[src/rtl/tdm_deframer.sv]
// -----------------------------------------------------------------------------
// tdm_deframer
//
// Receive-side deframer for a four-channel time-multiplexed sample stream.
// A frame is four back-to-back segments (ch1..ch4) of LEN0..LEN3 samples.
// The block acquires alignment on a frame_start marker and then flywheels
// through up to MISS_MAX-1 missing markers. Each sample is routed to its
// channel's hold register, with a one-cycle valid strobe. The block also
// tracks, per channel, whether the last complete segment carried any nonzero
// sample.
//
// Ports
//   clk          system clock, all state changes on the rising edge
//   reset        synchronous active-high reset, overrides every other input
//   run          stream enable; when 1, data_in carries one sample per clk
//   data_in      multiplexed 8-bit sample
//   frame_start  marks data_in as segment 0, position 0
//   chN_data     last sample captured for channel N
//   ch_valid     bit k pulses for one cycle when ch(k+1)_data is updated
//   ch_active    bit k = last complete segment k held a nonzero sample
//   seg, count   position (segment, index) of the next expected sample
//   locked       frame alignment is held
//   sync_err     one-cycle pulse when frame_start arrives off-boundary
// -----------------------------------------------------------------------------
module tdm_deframer #(
    parameter int unsigned LEN0     = 121,
    parameter int unsigned LEN1     = 110,
    parameter int unsigned LEN2     = 77,
    parameter int unsigned LEN3     = 44,
    parameter int unsigned MISS_MAX = 2
) (
    input  logic       clk,
    input  logic       reset,
    input  logic       run,
    input  logic [7:0] data_in,
    input  logic       frame_start,
    output logic [7:0] ch1_data,
    output logic [7:0] ch2_data,
    output logic [7:0] ch3_data,
    output logic [7:0] ch4_data,
    output logic [3:0] ch_valid,
    output logic [3:0] ch_active,
    output logic [1:0] seg,
    output logic [7:0] count,
    output logic       locked,
    output logic       sync_err
);

    // Miss counter only needs to reach MISS_MAX; it saturates there.
    localparam int unsigned   MW         = (MISS_MAX < 2) ? 1 : $clog2(MISS_MAX + 1);
    localparam logic [MW-1:0] MISS_LIMIT = MW'(MISS_MAX);

    // Index of the final sample in each segment (every LEN is at most 256).
    localparam logic [7:0] LAST0 = 8'(LEN0 - 1);
    localparam logic [7:0] LAST1 = 8'(LEN1 - 1);
    localparam logic [7:0] LAST2 = 8'(LEN2 - 1);
    localparam logic [7:0] LAST3 = 8'(LEN3 - 1);

    typedef enum logic [0:0] {
        ST_HUNT   = 1'b0,
        ST_LOCKED = 1'b1
    } state_e;

    // Last valid count value for a given segment.
    function automatic logic [7:0] seg_last(input logic [1:0] s);
        logic [7:0] r;
        case (s)
            2'd0:    r = LAST0;
            2'd1:    r = LAST1;
            2'd2:    r = LAST2;
            2'd3:    r = LAST3;
            default: r = LAST0;
        endcase
        return r;
    endfunction

    // ---------------------------------------------------------------------
    // State and registers
    // ---------------------------------------------------------------------
    state_e          state_q, state_d;
    logic [1:0]      seg_q, seg_d;
    logic [7:0]      count_q, count_d;
    logic [MW-1:0]   miss_q, miss_d;
    logic            nz_q, nz_d;
    logic [7:0]      ch_data_q [4];
    logic [7:0]      ch_data_d [4];
    logic [3:0]      ch_valid_q, ch_valid_d;
    logic [3:0]      ch_active_q, ch_active_d;
    logic            locked_q, locked_d;
    logic            sync_err_q, sync_err_d;

    // ---------------------------------------------------------------------
    // Shared decode of the current sample
    // ---------------------------------------------------------------------
    logic            nonzero_s;
    logic            at_boundary_s;
    logic [MW-1:0]   miss_inc_s;
    logic            flywheel_s;
    logic            lock_drop_s;
    logic            acquire_s;
    logic            realign_s;
    logic            capture_s;
    logic            cap_origin_s;
    logic [1:0]      cap_seg_s;
    logic [7:0]      cap_cnt_s;
    logic            last_s;
    logic            nz_base_s;

    assign nonzero_s     = (data_in != 8'd0);
    assign at_boundary_s = (seg_q == 2'd0) && (count_q == 8'd0);
    assign miss_inc_s    = (miss_q == MISS_LIMIT) ? miss_q : (miss_q + MW'(1));

    // Expected boundary reached with no marker: accept it anyway and count the miss.
    assign flywheel_s  = run && (state_q == ST_LOCKED) && at_boundary_s && !frame_start;
    assign lock_drop_s = flywheel_s && (miss_inc_s == MISS_LIMIT);

    assign acquire_s = run && (state_q == ST_HUNT) && frame_start;
    assign realign_s = run && (state_q == ST_LOCKED) && frame_start && !at_boundary_s;
    assign capture_s = run && ((state_q == ST_LOCKED) || frame_start);

    // A marker always forces the sample to (0,0), whatever was expected.
    assign cap_origin_s = acquire_s || realign_s;
    assign cap_seg_s    = cap_origin_s ? 2'd0 : seg_q;
    assign cap_cnt_s    = cap_origin_s ? 8'd0 : count_q;
    assign last_s       = (cap_cnt_s == seg_last(cap_seg_s));

    // A forced (0,0) starts a fresh segment, so an interrupted segment's
    // activity is dropped instead of being folded into ch_active.
    assign nz_base_s = cap_origin_s ? 1'b0 : nz_q;

    // ---------------------------------------------------------------------
    // FSM
    // ---------------------------------------------------------------------

    // State register.
    always_ff @(posedge clk) begin
        if (reset) begin
            state_q <= ST_HUNT;
        end else begin
            state_q <= state_d;
        end
    end

    // Next-state logic.
    always_comb begin
        state_d = state_q;
        if (!run) begin
            state_d = ST_HUNT;
        end else begin
            case (state_q)
                ST_HUNT: begin
                    if (frame_start) begin
                        state_d = ST_LOCKED;
                    end else begin
                        state_d = ST_HUNT;
                    end
                end
                ST_LOCKED: begin
                    if (lock_drop_s) begin
                        state_d = ST_HUNT;
                    end else begin
                        state_d = ST_LOCKED;
                    end
                end
                default: state_d = ST_HUNT;
            endcase
        end
    end

    // Output and datapath next-values: capture, position advance, activity, misses.
    always_comb begin
        seg_d       = seg_q;
        count_d     = count_q;
        miss_d      = miss_q;
        nz_d        = nz_q;
        ch_data_d   = ch_data_q;
        ch_active_d = ch_active_q;
        ch_valid_d  = 4'b0000;
        sync_err_d  = 1'b0;
        locked_d    = (state_d == ST_LOCKED);

        if (!run) begin
            seg_d   = 2'd0;
            count_d = 8'd0;
            miss_d  = MW'(0);
            nz_d    = 1'b0;
        end else if (capture_s) begin
            ch_data_d[cap_seg_s]  = data_in;
            ch_valid_d[cap_seg_s] = 1'b1;
            sync_err_d            = realign_s;

            if (last_s) begin
                ch_active_d[cap_seg_s] = nz_base_s | nonzero_s;
                nz_d    = 1'b0;
                seg_d   = cap_seg_s + 2'd1;
                count_d = 8'd0;
            end else begin
                nz_d    = nz_base_s | nonzero_s;
                seg_d   = cap_seg_s;
                count_d = cap_cnt_s + 8'd1;
            end

            // Any marker (good boundary, acquire or realign) clears the misses.
            if (flywheel_s) begin
                miss_d = miss_inc_s;
            end else if (frame_start) begin
                miss_d = MW'(0);
            end else begin
                miss_d = miss_q;
            end

            // Lock lost: the flywheel sample is still delivered, but the
            // position is forgotten until the next marker.
            if (lock_drop_s) begin
                seg_d   = 2'd0;
                count_d = 8'd0;
                nz_d    = 1'b0;
                miss_d  = MW'(0);
            end else begin
                nz_d = nz_d;
            end
        end else begin
            // Hunting with no marker: the sample is ignored.
            seg_d = seg_q;
        end
    end

    // Datapath and output registers.
    always_ff @(posedge clk) begin
        if (reset) begin
            seg_q       <= 2'd0;
            count_q     <= 8'd0;
            miss_q      <= MW'(0);
            nz_q        <= 1'b0;
            ch_data_q   <= '{default: 8'd0};
            ch_valid_q  <= 4'b0000;
            ch_active_q <= 4'b0000;
            locked_q    <= 1'b0;
            sync_err_q  <= 1'b0;
        end else begin
            seg_q       <= seg_d;
            count_q     <= count_d;
            miss_q      <= miss_d;
            nz_q        <= nz_d;
            ch_data_q   <= ch_data_d;
            ch_valid_q  <= ch_valid_d;
            ch_active_q <= ch_active_d;
            locked_q    <= locked_d;
            sync_err_q  <= sync_err_d;
        end
    end

    assign ch1_data  = ch_data_q[0];
    assign ch2_data  = ch_data_q[1];
    assign ch3_data  = ch_data_q[2];
    assign ch4_data  = ch_data_q[3];
    assign ch_valid  = ch_valid_q;
    assign ch_active = ch_active_q;
    assign seg       = seg_q;
    assign count     = count_q;
    assign locked    = locked_q;
    assign sync_err  = sync_err_q;

endmodule

[config.mk]
export PLATFORM = sky130hd
export DESIGN_NAME = tdm_deframer
export DESIGN_NICKNAME = d
export VERILOG_FILES = /design/src/rtl/tdm_deframer.sv
export SDC_FILE = /design/constraint.sdc
export NUM_CORES = 1
export LEC_CHECK = 0
export BUFFER_PORTS_ARGS = -buffer_cell sky130_fd_sc_hd__buf_4
export CORE_MARGIN = 2
export CORE_UTILIZATION = 45
export CTS_CLUSTER_DIAMETER = 80
export DETAILED_ROUTE_END_ITERATION = 8
export GPL_ROUTABILITY_DRIVEN = 0
export PLACE_DENSITY = 0.69
export SKIP_LAST_GASP = 1
export SLEW_MARGIN = 15
export SYNTH_ARGS = -nofsm -noshare
export SYNTH_HDL_FRONTEND = slang
export SYNTH_SLANG_ARGS = --single-unit
[constraint.sdc]
create_clock -name clk -period 3.14 [get_ports clk]
set_input_delay 0.471 -clock clk [delete_from_list [all_inputs] [get_ports clk]]
set_output_delay 0.471 -clock clk [all_outputs]
set_load 0.05 [all_outputs]
==> out/metrics.csv <==
stage,metric,value,unit
status,status,"complete, no violations",
drt,via-per-instance ratio,5.33,
yosys,Synth Register Bits,55,
timing,period utilisation layout,86.7,%
floorplanning,die area,6010,um2
timing,Slew Limit Fails,0,
floorplanning,die height,77.5,um
global_routing,pin count of the biggest net entering global routing,43,
global_routing,met2 usage,34.4,%
yosys,Synth Net Count,300,
yosys,Post-synth EDFFs,0,
critical_path,Crit path arrival time,2.98,ns
drt,DR vias,2218,
global_routing,vias in the first global route,2046,
global_routing,grt ovf,0,
cts,H-tree levels,2,
timing,Slew HR,61.8,%
cts,clock slew at reported path FFs,0.10,ns
placement,port bufs,63,
cts,CTS tree,done,
drt,Antenna Violating Nets Remaining,0,
timing,RSZ-0062 raised after global routing,false,
global_routing,gr busiest metal,met2,
final_layout,fill count,462,
floorplanning,core area,5170,um2
global_routing,GR Util met1,25.0,%
global_routing,met3 Use GR,6.05,%
min_path,Hold/Removal Path Class,in2reg,
yosys,Main synth FF type,dfxtp_1,
global_routing,global-route wire length before repair,9850,um
floorplanning,Initial Utilization,47.0,%
drt,drt wl/cell,14.5,um
timing,final setup TNS,0,ns
drt,initial detailed-routing violation count,110,
cts,clock latency on the worst-skew pair,0.32,ns
final_layout,Finished Cell Area,3120,um2
drt,First-pass DRT Iterations,4,
cts,root cell of the clock tree,clkbuf_8,
floorplanning,Die Span X,77.5,um
final_layout,number of diodes,0,
final_layout,nets@finish,365,
cts,Clock Sinks,55,
yosys,Synth Warn #,0,
global_routing,initial antenna violation count,0,
yosys,sequential area share after synthesis,45.2,%
timing,Final Hold Fails,0,
critical_path,crit end category,flop,
yosys,Syn Inst Count,280,
drt,routed wire length,6040,um
critical_path,required time of the critical path,3.40,ns
placement,"Cell Area, Placed",3000,um2
cts,CTS Buf Count,5,
cts,post_cts resized,0,
cts,CTS max path bufs,2,
final_layout,Layout Cells excl Fill,416,
drt,DRC viols,0,
global_routing,GRT Util Overall,20.3,%
power_and_ir_drop,Max VDD drop,0.000370,V
timing,Worst Max-Slew Pin Slew,0.565,ns
timing,fmax,368,MHz
final_layout,share of cells above drive strength 1,24.6,%
yosys,asr flop ratio synth,0,%
final_layout,Area Growth Syn to Fin,28.2,%
cts,CTS Hold Buffers Added,0,
yosys,synthesized area per cell,8.69,um2
yosys,synth unique cells,43,
cts,post-CTS setup buffer count,0,
floorplanning,Ports,64,
critical_path,worst-path fanout max,7,
power_and_ir_drop,P per Cell Area,418,nW/um2
yosys,Synth Cell Area,2430,um2
placement,Placed Cells,408,
placement,DP Wirelength,4350,um
critical_path,Setup CP Type,reg2reg,
floorplanning,row cnt,26,
timing,setup violators final,0,
timing,minimum clock period,2.72,ns
power_and_ir_drop,leak pwr,1.40,nW
timing,skew final,0.0110,ns
critical_path,Startpoint Class,flop,
run,MaxCap Viol Count,0,
cell type report:
cell class	instances	area [um2]	share of cell area (%)
timing repair buffer	71	533	17.1
clock buffer	5	68.8	2.21
sequential	55	1100	35.3
clock inverter	3	47.5	1.52
tap	70	87.6	2.81
multi-input combinational	201	1240	39.8
inverter	11	41.3	1.32
worst paths after layout:
path,start,to,slack [ns],cells past startpoint
max,count[6],count[6],0.42,10
min,frame_start,miss_q[0],0.40,2
max reg2reg,count[6],count[6],0.42,10
min reg2reg,miss_q[1],miss_q[1],0.46,2
registers in the layout, indices dropped and copies added (netlist names), 2 cells and up:
register / cells
ch1_data: 8
ch2_data: 8
ch3_data: 8
ch4_data: 8
ch_active: 4
ch_valid: 4
count: 8
miss_q: 2
seg: 2
per-stage QoR:
step           setup WS [ns]  hold WS (ns)  total power, mW  util (%)
5_1_grt                0.155         0.392             1.35      60.3
6_report               0.419         0.398             1.31      60.3
2_1_floorplan          0.348         0.426            0.791         -
3_5_place_dp           0.248         0.450            0.833      58.1
4_1_cts                0.455         0.389             1.32      60.3
3_3_place_gp           0.388         0.442            0.833      58.1
layout by cell type (no fill, tap or decap), types with 4 or more instances in the layout:
| master | synthesis | layout |
|---|---|---|
| buf_4 | 0 | 71 |
| dfxtp_1 | 55 | 55 |
| nand2_1 | 36 | 36 |
| nor2_1 | 26 | 26 |
| a21oi_1 | 22 | 22 |
| nand3_1 | 22 | 22 |
| mux2i_1 | 17 | 17 |
| inv_1 | 11 | 11 |
| nor3_1 | 8 | 8 |
| ha_1 | 8 | 8 |
| a31oi_1 | 6 | 6 |
| nand2b_1 | 5 | 5 |
| clkbuf_8 | 0 | 5 |
| nor2b_1 | 4 | 4 |
| nor4_1 | 4 | 4 |
| xnor2_1 | 4 | 4 |
| mux2_2 | 4 | 4 |
| nand4_1 | 4 | 4 |
cells in the mapped netlist (all sizes together) (2+ instances only):
library cell,n,share of area [%]
xor2,2,0.72
nor2b,4,1.0
nand2b,5,1.3
clkbuf,10,1.5
inv,11,1.7
and2,2,0.51
mux2,4,1.9
o21ai,4,0.82
nor2,26,4.0
a31oi,6,1.5
nor4,5,1.9
mux2i,17,7.0
or4,2,0.77
nor3,8,1.6
xnor2,4,1.4
nand4,4,1.0
o22ai,2,0.51
a21oi,22,4.5
buf,3,0.51
o211ai,3,0.93
nand2,36,5.6
nand3,22,4.5
dfxtp,55,45
ha,8,4.1
critical path, cell delays in order, from the launching register on:
cell	delay, ns
dfxtp_1	0.40
or4_1	0.64
o41ai_1	0.51
nand2_1	0.15
inv_1	0.08
ha_1	0.19
and3_1	0.24
nand4_1	0.14
nor2_1	0.13
nand3_1	0.08
nand3_1	0.10
cell families after synthesis:
family	after synthesis	synth area share [%]
flops	55	45.2
mux	21	8.84
simple gates	120	24.2
buf+inv	24	3.75
xor+xnor	6	2.16
compound gates	46	11.7
fa+ha+maj	8	4.11
metal layers:
layer,wire length (um),vias to the layer above,share of wire [%]
met5,0,-,0
met4,64,0,1.1
met1,2720,1034,45
met3,417,6,6.9
li1,-,1112,-
met2,2830,66,47
power breakdown:
| part | internal [mW] | leakage, nW | switching (mW) |
|---|---|---|---|
| clock network | 0.242 | 0.0587 | 0.246 |
| registers | 0.704 | 0.444 | 0.00469 |
| logic | 0.0337 | 0.893 | 0.0750 |
| total | 0.980 | 1.40 | 0.325 |
No activity file was read; power rests on OpenSTA's default activity.
